**src/rtl/siren_gen.sv**
```systemverilog
// Multi-mode siren/tone generator for a differential piezo pair.
// A new divider and mode are only picked up at half-period boundaries, so mode changes never produce short pulses.
module siren_gen #(
  parameter int unsigned CNT_W    = 28,
  parameter int unsigned DIV_W    = 15,
  parameter int unsigned SWEEP_W  = 7,
  parameter int unsigned SHIFT    = 6,
  parameter int unsigned FAST_BIT = 22,
  parameter int unsigned SLOW_BIT = 25,
  parameter int unsigned HILO_BIT = 24,
  parameter logic [DIV_W-1:0] HI_DIV = DIV_W'(9000),
  parameter logic [DIV_W-1:0] LO_DIV = DIV_W'(12000)
) (
  input  logic             clk,
  input  logic             resetn,
  input  logic             en,
  input  logic [2:0]       mode,
  output logic             spkp,
  output logic             spkm,
  output logic             busy,
  output logic [DIV_W-1:0] period
);

  typedef enum logic {IDLE, RUN} state_t;

  typedef enum logic [2:0] {
    M_OFF    = 3'd0,
    M_FAST   = 3'd1,
    M_SLOW   = 3'd2,
    M_ALT    = 3'd3,
    M_HILO   = 3'd4,
    M_STEADY = 3'd5
  } mode_t;

  localparam logic [DIV_W-1:0] SWEEP_BASE = DIV_W'(1) << (DIV_W - 2);

  state_t             state_q, state_d;
  logic [CNT_W-1:0]   tone_cnt_q;
  logic [DIV_W-1:0]   counter_q, counter_d;
  logic [DIV_W-1:0]   period_q, period_d;
  logic               spkp_q, spkp_d;
  logic               spkm_q, spkm_d;

  logic [SWEEP_W-1:0] fast_sweep, slow_sweep;
  logic [DIV_W-1:0]   fast_div, slow_div, next_div;
  logic               valid;

  // Triangle sweep: the direction bit folds the ramp so it descends then ascends.
  assign fast_sweep = tone_cnt_q[FAST_BIT] ? tone_cnt_q[FAST_BIT-1 -: SWEEP_W]
                                           : ~tone_cnt_q[FAST_BIT-1 -: SWEEP_W];
  assign slow_sweep = tone_cnt_q[SLOW_BIT] ? tone_cnt_q[SLOW_BIT-1 -: SWEEP_W]
                                           : ~tone_cnt_q[SLOW_BIT-1 -: SWEEP_W];
  assign fast_div   = SWEEP_BASE + (DIV_W'(fast_sweep) << SHIFT);
  assign slow_div   = SWEEP_BASE + (DIV_W'(slow_sweep) << SHIFT);

  // NOTE: every output of a combinational block gets a default first, so no path leaves it unassigned and infers a latch.
  always_comb begin
    next_div = '0;
    valid    = en;
    case (mode)
      M_FAST:   next_div = fast_div;
      M_SLOW:   next_div = slow_div;
      M_ALT:    next_div = tone_cnt_q[CNT_W-1] ? slow_div : fast_div;
      M_HILO:   next_div = tone_cnt_q[HILO_BIT] ? HI_DIV : LO_DIV;
      M_STEADY: next_div = LO_DIV;
      default:  valid    = 1'b0;
    endcase
  end

  always_comb begin
    state_d   = state_q;
    counter_d = counter_q;
    period_d  = period_q;
    spkp_d    = spkp_q;
    spkm_d    = spkm_q;
    case (state_q)
      IDLE: begin
        counter_d = '0;
        period_d  = '0;
        spkp_d    = 1'b0;
        spkm_d    = 1'b0;
        if (valid) begin
          state_d   = RUN;
          counter_d = next_div;
          period_d  = next_div;
          spkm_d    = 1'b1;
        end
      end
      RUN: begin
        if (counter_q != '0) begin
          counter_d = counter_q - 1'b1;
        end else if (valid) begin
          counter_d = next_div;
          period_d  = next_div;
          spkp_d    = ~spkp_q;
          spkm_d    = spkp_q;
        end else begin
          state_d  = IDLE;
          period_d = '0;
          spkp_d   = 1'b0;
          spkm_d   = 1'b0;
        end
      end
      default: state_d = IDLE;
    endcase
  end

  // NOTE: sequential state uses non-blocking assignments so all registers update from the same pre-edge values.
  always_ff @(posedge clk or negedge resetn) begin
    if (!resetn) begin
      state_q    <= IDLE;
      tone_cnt_q <= '0;
      counter_q  <= '0;
      period_q   <= '0;
      spkp_q     <= 1'b0;
      spkm_q     <= 1'b0;
    end else begin
      state_q    <= state_d;
      tone_cnt_q <= tone_cnt_q + 1'b1;
      counter_q  <= counter_d;
      period_q   <= period_d;
      spkp_q     <= spkp_d;
      spkm_q     <= spkm_d;
    end
  end

  assign spkp   = spkp_q;
  assign spkm   = spkm_q;
  assign busy   = (state_q == RUN);
  assign period = period_q;

endmodule
```
**config.mk**
```make
export PLATFORM = sky130hd
export DESIGN_NAME = siren_gen
export DESIGN_NICKNAME = d
export VERILOG_FILES = /design/src/rtl/siren_gen.sv
export SDC_FILE = /design/constraint.sdc
export NUM_CORES = 1
export LEC_CHECK = 0
export BUFFER_PORTS_ARGS = -buffer_cell sky130_fd_sc_hd__buf_2
export CAP_MARGIN = 0
export CORE_MARGIN = 5
export CORE_UTILIZATION = 40
export DETAILED_ROUTE_END_ITERATION = 7
export PLACE_DENSITY = 0.68
export SYNTH_ARGS = -nofsm -noshare
export SYNTH_HDL_FRONTEND = slang
export SYNTH_SLANG_ARGS = --single-unit
export TNS_END_PERCENT = 10
```
**constraint.sdc**
```tcl
create_clock -name clk -period 2.56 [get_ports clk]
set_input_delay 0.128 -clock clk [delete_from_list [all_inputs] [get_ports clk]]
set_output_delay 0.128 -clock clk [all_outputs]
set_load 0.005 [all_outputs]
```
Word level (Yosys, flattened, before mapping)
Index checks and enable logic that the tools add are counted.

Muxes and demuxes: 21. Bitwise logic cells: 4. Add/sub/neg operators: 4. Reduce and logical (&&, ||, !) cells: 2. Equality and inequality tests: 7.

Operator list (number): $mux 15 (5); $pmux 15 s5 (1); $pmux 15 s2 (2); $add 14x13->15 const A (2); $add 28x1->28 const B (1); $reduce_bool 15->1 (1); $sub 15x1->15 const B (1); $mux 7 (2); $not 7->7 (2); $mux 12 (1); $mux 1 (7); $eq 3x2->1 const B (2); $eq 3x3->1 const B (2); $pmux 1 s2 (3); $reduce_or 5->1 (1); $eq 3x1->1 const B (1); $ne 3x1->1 const B (1); $ne 2x2->1 const B (1); $not 1->1 (2).

Bits in registers: 61. Input bits: 6.

Longest topological paths before layout
Gate-level depths: netlist of the first run.

Word-level depth: 8. Gate-level depth with buffers: 8.

Least setup slack after synthesis of the first run
OpenSTA, ideal clock, no wires.

Path kind: reg-to-reg. Start: register counter_q[0]. End: register counter_q[12]. Arrival time: 1755 ps. Setup time: 76 ps. Cell stages (with the launch flop): 7. Required time: 2484 ps. Slack: 728 ps. Cell sequence: dfrtp_1 > inv_1 > ha_1 > nor2b_1 > a41oi_4 > or4_1 > o21ai_1.

Cells in the longest elaborated chain, start to end: 3.

RTL lines: start, declared (line 39) `logic [DIV_W-1:0] counter_q, counter_d;`; start signal, assigned (line 120) `counter_q <= counter_d;`; $sub 15x1->15 / $reduce_bool 15->1 (equally long branches) (line 91, 90); $mux 15 (line 90) `if (counter_q != '0) begin`; $pmux 15 s2 (line 76) `case (state_q)`.

Several ways; a longest one is shown, not always the timed one. A chain may end at the register's enable or synchronous reset.

Worst setup path in the final report of the first run
Ends and elaborated chain as after synthesis.

==> results of run 1 <==
-- placed cells by master, fill, tap and decap left out, types with 3 or more instances in the layout --
master	instances
a21oi_1	5
and2_1	3
buf_2	18
buf_4	3
clkbuf_8	6
conb_1	5
dfrtp_1	56
ha_1	5
inv_1	9
nand2_1	38
nand2b_1	3
nand3_1	19
nand4_1	10
nor2_1	20
nor2b_1	6
nor3_1	10
o211ai_1	4
o21ai_1	8
o22ai_1	5
xnor2_1	20
xor2_1	27
-- worst register-to-register path, cell delays in order, from the launching register on --
cell,delay (ns)
dfrtp_1,0.40
inv_1,0.12
ha_1,0.15
nor2b_1,0.39
a41oi_4,0.36
or4_1,0.57
o21ai_1,0.09
-- cells in the mapped netlist, types with 6 or more instances --
cell       n
dfrtp_1   56
nand4_1   10
inv_1      9
buf_4      7
nand3_1   19
xnor2_1   20
nor2_1    20
nor2b_1    6
nor3_1    10
clkbuf_1   8
xor2_1    27
nand2_1   38
o21ai_1    8
-- final timing paths --
check,startpoint,slack (ns),cells after the start,end
min in group asynchronous,resetn,0.42,2,period[9]
max in group asynchronous,resetn,1.48,3,counter_q[10]
worst max-delay path,counter_q[0],0.40,6,counter_q[12]
worst max register to register,counter_q[0],0.40,6,counter_q[12]
worst min-delay path,en,0.10,3,period[5]
worst min register to register,tone_cnt_q[5],0.47,1,tone_cnt_q[5]
-- registers in the layout, indices dropped and copies added (netlist names) --
register / count
tone_cnt_q: 28
counter_q: 15
period: 10
busy: 1
spkm: 1
spkp: 1
-- power by group through the flow --
stage,logic [uW],clock network [uW],registers (uW)
floorplan,201,0,1020
global placement,263,0,1030
detailed placement,264,0,1030
CTS,267,501,1020
global route,305,549,1030
finish,266,486,1020
-- metrics by stage --
stage	hold WS (ns)	power (uW)	cells	setup slack, ns	utilization [%]
floorplan	-0.1676	1223	296	0.7283	-
global placement	0.2356	1296	401	0.4561	42.88
detailed placement	0.2378	1299	401	0.3884	42.88
CTS	0.09741	1785	410	0.3640	44.27
global route	0.1369	1880	410	0.1805	44.27
finish	0.1029	1770	410	0.3973	44.27
-- timing repair --
item / in CTS / in global routing
endpoints found under the hold margin: 32 / 0
buffers inserted: 0 / 0
hold buffers: 1 / 0
-- cell families after synthesis --
group / after synthesis
muxes: 2
and+or+nand+nor: 123
buffers and inverters: 24
adders and majority gates: 5
other: 1
DFF: 56
AOI/OAI and AO/OA: 34
xor gates and xnor gates: 47
-- layout make-up --
type	count	share of cell area, %
Sequential cell	56	44.11
Inverter	9	1.063
Tap cell	99	3.899
Multi-Input combinational cell	216	44.23
Clock buffer	8	2.836
Timing Repair Buffer	22	3.860
-- per-layer routing --
metal  share of wire [%]  global-route usage, %  wire, um
met1                  45                  17.31      2514
met2                  51                  23.09      2828
met3                 3.1                  2.920       175
met4                 1.2                  5.048        68
met5                   0                      0         0
==> results_dict.tcl, run 1 <==
set metrics [dict create \
    fmax_mhz 462.4 \
    grt_pass1_wl_um 9715 \
    place_area_um2 3077 \
    wl_per_cell_um 13.63 \
    syn-cell-area_um2 2908 \
    start_kind "flip-flop" \
    antenna_found_initial 0 \
    worstMarginPinSlew_ns 0.7559 \
    synth_top_family_by_area "simple AND/OR/NAND/NOR gates" \
    grt_pass1_vias 2030 \
    drt-total-wl_um 5587 \
    final_antenna_net_count 0 \
    gp_congestion 0.8073 \
    cts_htree_levels 2 \
    fin_area_um2 3177 \
    report.final.slew_viol_count 0 \
    yosys.area_share.simple_pct 22.55 \
    worstPathMaxFanout 16 \
    start_util_pct 40.52 \
    clk_pin_slew_worst_paths_ns 0.09 \
    pwr-share-clk_pct 27.5 \
    max_slew_margin_pct 49.61 \
    power-per-cell-area_nw_per_um2 557.2 \
    synth_top_area_share_pct 48.19 \
    criticalPathCategory "flip-flop to flip-flop" \
    setup-violations-final 0 \
    share_comb_of_total_power_pct 15.0 \
    cp.arrival_ns 2.39 \
    layout_min_cycle_time_ns 2.163 \
    worstSetupEndpointType "flip-flop" \
    synth_adder_area_share_pct 2.151 \
    rsz0062_at_grt "no" \
    synthFlopType "dfrtp_1" \
    drc 0 \
    netlist_instances 292 \
    fp-row-count 31 \
    synth_cell_types 41 \
    status "finished clean" \
    dp_hpwl_um 4174 \
    p_switching_uw 494.2 \
    fin_skew_ns 0.004193 \
    p_leak_uw 0.001417 \
    async_reset_ff_share_pct 100.0 \
    yosys_register_bits 56 \
    seq_area_frac_synth_pct 48.19 \
    finalCritPeriodShare_pct 84.48 \
    via_count 2090 \
    synth_edf_count 0 \
    coreArea_um2 7176 \
    die_w_um 95.26 \
    p_int_uw 1276 \
    grt_overflow_total 0 \
    path_cells "inv_1 -> ha_1 -> nor2b_1 -> a41oi_4 -> or4_1 -> o21ai_1" \
    finalHoldViolCount 0 \
    cts_buffer_depth 2 \
    grt_start_max_net_pins 35 \
    irDropWorstVdd_uv 252.7 \
    drt_iter0_markers 59 \
    cap_violations 0 \
    via_per_inst 5.098 \
    synthMuxAreaShare_pct 0.7315 \
    layout.area.seq_um2 1401 \
    port_buffers 18 \
    dieArea_um2 9074 \
    path_delay_family "simple AND/OR/NAND/NOR gates" \
    synthXorXnorAreaFrac_pct 14.16 \
    swShare_pct 27.92 \
    worst-path-buf-inv 1 \
    slowest_stage "or4_1" \
    multi_input_area_um2 1405 \
    cts.root.buffer_cell "clkbuf_8" \
    firstDrtPassIters 4 \
    cts.sinks 56 \
    required_ns 2.79 \
    nNetsFinal 321 \
    syn_avg_cell_area_um2 9.958 \
    critPathMaxStageDelay_ns 0.57 \
    cts_tree "done" \
    track_usage_pct 13.72 \
    clk_latency_ns 0.30 \
    ios 24 \
    diodes 0 \
    nFillCells 691 \
    seqPwrFrac_pct 57.5 \
    die_y_um 95.26 \
    synth_top_cell_by_area "dfrtp_1" \
    drive_above_1_share_pct 10.61 \
    netlist_top_cells_area "dfrtp_1, xor2_1, xnor2_1" \
    yosysWarningCount 0 \
    area_growth_pct 9.251 \
    tns_ns 0 \
    cts_buffers 5 \
    hold_path_class "input port to flip-flop" \
    synth_compound_area_share_pct 8.090 \
    cts_resized 0 \
]
Power figures use the tool's default switching activity.
==> inputs of run 2 (changes only) <==
Clock period 2.56 ns to 2.3 ns, I/O delays scaled along.
==> run 2 against run 1 <==
  * Register-to-register slack got worse by 0.11 ns
  * Sequential share of layout area fell by 0.14 points
  * Critical path depth fell by 2
  * Power rose by 12%
  * Sequential power rose by 11%
  * Cell area rose by 0.32%
  * Critical path type unchanged
  * Highest routed layer unchanged
==> results_dict.tcl, run 2 (synthesis results as in run 1) <==
set metrics [dict create \
    layout_min_cycle_time_ns 2.015 \
    rsz0062_at_grt "no" \
    cap_violations 0 \
    drt-total-wl_um 5605 \
    whs_ns 0.08163 \
    wl_per_cell_um 13.64 \
    coreArea_um2 7176 \
    seqPwrFrac_pct 57.2 \
    antenna_found_initial 0 \
    p_leak_uw 0.001423 \
    path_cells "nor4_4 -> a41oi_4 -> or4_1 -> o21ai_1" \
    final_common_cell "dfrtp_1" \
    finalHoldViolCount 0 \
    grt_overflow_total 0 \
    criticalPathCategory "flip-flop to flip-flop" \
    r2r_cells 4 \
    track_usage_pct 13.86 \
    postCtsSetupRepairBufs 0 \
    drc 0 \
    gp_congestion 0.8033 \
    setup-violations-final 0 \
    fin_area_um2 3187 \
    fmax_mhz 496.3 \
    dieArea_um2 9074 \
    hold_path_class "input port to flip-flop" \
    cp.arrival_ns 2.26 \
    swShare_pct 28.32 \
    hp-start "en" \
    grt_pass1_wl_um 9846 \
    ios 24 \
    worstSetupEndpointType "flip-flop" \
    via_count 2061 \
    via_per_inst 5.015 \
    power-per-cell-area_nw_per_um2 622.5 \
    dp_hpwl_um 4158 \
    holdPathStages 3 \
    rrSetupSlack_ns 0.28 \
    die_y_um 95.26 \
    fin_skew_ns 0.008318 \
    clk_pin_slew_worst_paths_ns 0.10 \
    nNetsFinal 322 \
    cts_htree_levels 2 \
    report.final.slew_viol_count 0 \
    required_ns 2.54 \
    share_comb_of_total_power_pct 15.0 \
    cts_tree "done" \
    cts_buffer_depth 2 \
    slowest_stage "nor4_4" \
    tns_ns 0 \
    port_buffers 18 \
    final_antenna_net_count 0 \
    hold_end "period[5]" \
    max_slew_margin_pct 53.45 \
    place_area_um2 3084 \
    worstPathMaxFanout 11 \
    drive_above_1_share_pct 11.22 \
    cts.root.buffer_cell "clkbuf_8" \
    start_kind "flip-flop" \
    p_int_uw 1422 \
    largest_reg_flops 28 \
    clk_latency_ns 0.31 \
    pwr-share-clk_pct 27.9 \
    firstDrtPassIters 4 \
    die_w_um 95.26 \
    area_growth_pct 9.596 \
    status "finished clean" \
    worstMarginPinSlew_ns 0.6983 \
    grt_pass1_vias 2092 \
    irDropWorstVdd_uv 388.9 \
    drt_iter0_markers 67 \
    r2r-start "counter_q[6]" \
    final_util_pct 44.41 \
    start_util_pct 40.52 \
    p_switching_uw 561.8 \
    fp-row-count 31 \
    finalPower_uw 1984 \
    critPathMaxStageDelay_ns 0.59 \
    nFillCells 702 \
    grt_start_max_net_pins 57 \
    finalCritPeriodShare_pct 87.61 \
    cts_buffers 5 \
    top_register "tone_cnt_q" \
    layout_common_cells "dfrtp_1, nand2_1, xor2_1, nor2_1, xnor2_1" \
    cts.sinks 56 \
    diodes 0 \
    timing.rr.end "counter_q[12]" \
]
run 2: how the worst max path moves through the flow:
stage / start / to
floorplan: counter_q[0] / counter_q[12]
global placement: counter_q[0] / counter_q[12]
detailed placement: counter_q[0] / counter_q[12]
CTS: counter_q[0] / counter_q[12]
global route: counter_q[6] / counter_q[5]
finish: counter_q[6] / counter_q[12]
run 2: metal layers:
metal,vias up,share of wire (%),global-route usage [%]
met5,-,0,0
met4,0,1.6,5.649
met3,9,3.8,2.920
met2,27,51,24.02
met1,997,43,16.66
li1,1028,-,-
run 2: power groups by stage:
stage	combinational (uW)	clock, uW	sequential, uW
3_5_place_dp	295	0	1150
4_1_cts	299	566	1140
6_report	297	553	1130
3_3_place_gp	287	0	1150
5_1_grt	339	608	1150
2_1_floorplan	224	0	1140
run 2: through the flow:
| stage | std cells | setup WS (ns) |
|---|---|---|
| 6_report | 411 | 0.2849 |
| 3_3_place_gp | 402 | 0.3082 |
| 3_5_place_dp | 402 | 0.2011 |
| 2_1_floorplan | 296 | 0.4683 |
| 4_1_cts | 411 | 0.1780 |
| 5_1_grt | 411 | 0.1203 |
run 2: layout make-up:
type	instances	area, um2	share of cell area [%]
clock buffer	8	90.09	2.827
inverter	9	33.78	1.060
multi-input combinational	216	1408	44.17
sequential	56	1401	43.97
tap	99	123.9	3.887
timing repair buffer	23	130.1	4.083
run 2: repair_timing:
item | CTS | global route
resized for setup | 0 | 1
endpoints found under the hold margin | 56 | 0
hold buffers | 1 | 0
endpoints found under the setup margin | 0 | 2
run 2: worst max-delay path: cells and delay by family, from the launching register on:
family          cells  cell delay (ns)
compound gates      2             0.36
simple gates        2             1.14
flops               1             0.44
==> inputs of run 3 (changes only) <==
Settings changed: MAX_ROUTING_LAYER set to met4.
==> run 3 against run 2 <==
  * Fmax is essentially flat
  * Final cell count is the same
  * Via count is the same
  * Clock skew is essentially flat
  * Critical path type unchanged
  * Global-route usage grew 0.35 points
  * Sequential power is essentially flat
  * Largest power group unchanged
  * Utilization is the same
==> results_dict.tcl, run 3 (synthesis results as in run 1) <==
set metrics [dict create \
    status "finished clean" \
    layout_common_cells "dfrtp_1, nand2_1, xor2_1, nor2_1, xnor2_1" \
    grt_pass1_wl_um 9832 \
    diodes 0 \
    fin_area_um2 3187 \
    finalHoldViolCount 0 \
    use_met2_pct 24.02 \
    report.final.slew_viol_count 0 \
    cts_buffer_depth 2 \
    die_w_um 95.26 \
    dieArea_um2 9074 \
    setup-violations-final 0 \
    grt_pass1_vias 2095 \
    via_count 2061 \
    clk_pin_slew_worst_paths_ns 0.10 \
    port_buffers 18 \
    cts_htree_levels 2 \
    grt.busiest_layer "met2" \
    nFillCells 702 \
    grt_overflow_total 0 \
    p_leak_uw 0.001423 \
    cts_buffers 5 \
    fmax_mhz 496.3 \
    wl_per_cell_um 13.63 \
    final_antenna_net_count 0 \
    drt-total-wl_um 5600 \
    required_ns 2.54 \
    clk_latency_ns 0.31 \
    gp_congestion 0.8149 \
    die_y_um 95.26 \
    power-per-cell-area_nw_per_um2 622.4 \
    coreArea_um2 7176 \
    grt_use_met1_pct 16.66 \
    ios 24 \
    irDropWorstVdd_uv 388.9 \
    layout_min_cycle_time_ns 2.015 \
    critPathMaxStageDelay_ns 0.59 \
    tns_ns 0 \
    firstDrtPassIters 4 \
    track_usage_pct 14.21 \
    cp.arrival_ns 2.26 \
    fin_skew_ns 0.008302 \
    final_common_cell "dfrtp_1" \
    worstPathMaxFanout 11 \
    rsz0062_at_grt "no" \
    place_area_um2 3084 \
    use_met3_pct 2.684 \
    top_register "tone_cnt_q" \
    path_cells "nor4_4 -> a41oi_4 -> or4_1 -> o21ai_1" \
    criticalPathCategory "flip-flop to flip-flop" \
    via_per_inst 5.015 \
    area_growth_pct 9.596 \
    drive_above_1_share_pct 11.22 \
    fp-row-count 31 \
    path_delay_family "simple AND/OR/NAND/NOR gates" \
    antenna_found_initial 0 \
    slowest_stage "nor4_4" \
    nNetsFinal 322 \
    finalPower_uw 1983 \
    drc 0 \
    finalCritPeriodShare_pct 87.61 \
    worstSetupEndpointType "flip-flop" \
    worst-path-buf-inv 0 \
    cts.sinks 56 \
    start_util_pct 40.52 \
    grt_start_max_net_pins 57 \
    hold_path_class "input port to flip-flop" \
    cap_violations 0 \
    cts_tree "done" \
    worstMarginPinSlew_ns 0.6984 \
    drt_iter0_markers 66 \
    cts.root.buffer_cell "clkbuf_8" \
    start_kind "flip-flop" \
    dp_hpwl_um 4158 \
    largest_reg_flops 28 \
    max_slew_margin_pct 53.44 \
]
[run 3: cell counts in the layout (fill, tap and decap cells not counted)]
No cell type changed its count.
[run 3: repair_timing]
action | in CTS | in global routing
buffers inserted | 0 | 0
hold endpoints to repair | 56 | 0
hold buffers | 1 | 0
setup endpoints to repair | 0 | 2
resized for setup | 0 | 1
[run 3: cell type report]
| class | instances | area [um2] | area share, % |
|---|---|---|---|
| multi-input combinational | 216 | 1408 | 44.17 |
| inverter | 9 | 33.78 | 1.060 |
| sequential | 56 | 1401 | 43.97 |
| timing repair buffer | 23 | 130.1 | 4.083 |
| clock buffer | 8 | 90.09 | 2.827 |
| tap | 99 | 123.9 | 3.887 |
[run 3: per-stage QoR]
step                util (%)  worst slack, ns  hold WS [ns]  instances
finish                 44.41           0.2849       0.08203        411
global route           44.41           0.1203       0.09739        411
CTS                    44.38           0.1780       0.08466        411
detailed placement     42.98           0.2011        0.2976        402
global placement       42.98           0.3082        0.2882        402
floorplan                  -           0.4683       -0.1806        296
[run 3: worst paths after layout]
| check | from | cells past startpoint | end | slack (ns) |
|---|---|---|---|---|
| setup / recovery | counter_q[6] | 4 | counter_q[12] | 0.28 |
| setup reg to reg | counter_q[6] | 4 | counter_q[12] | 0.28 |
| hold reg to reg | tone_cnt_q[5] | 1 | tone_cnt_q[5] | 0.47 |
| hold / removal | en | 3 | period[5] | 0.08 |
| min in group asynchronous | resetn | 3 | spkm | 0.46 |
| max in group asynchronous | resetn | 3 | tone_cnt_q[23] | 1.37 |
[run 3: tightest hold or removal path, cell delays in order]
cell     delay (ns)
buf_2          0.11
nand3_1        0.08
nand2_1        0.05
[run 3: routing by layer]
metal | share of wire (%) | routed length (um)
met1 | 44 | 2436
met2 | 51 | 2865
met3 | 3.7 | 207
met4 | 1.6 | 91
met5 | 0 | 0
[run 3: power breakdown]
part	leakage, uW	switching, uW	internal, uW
clock network	0.0000455	306	247
registers	0.000666	82.1	1050
logic	0.000712	173	124
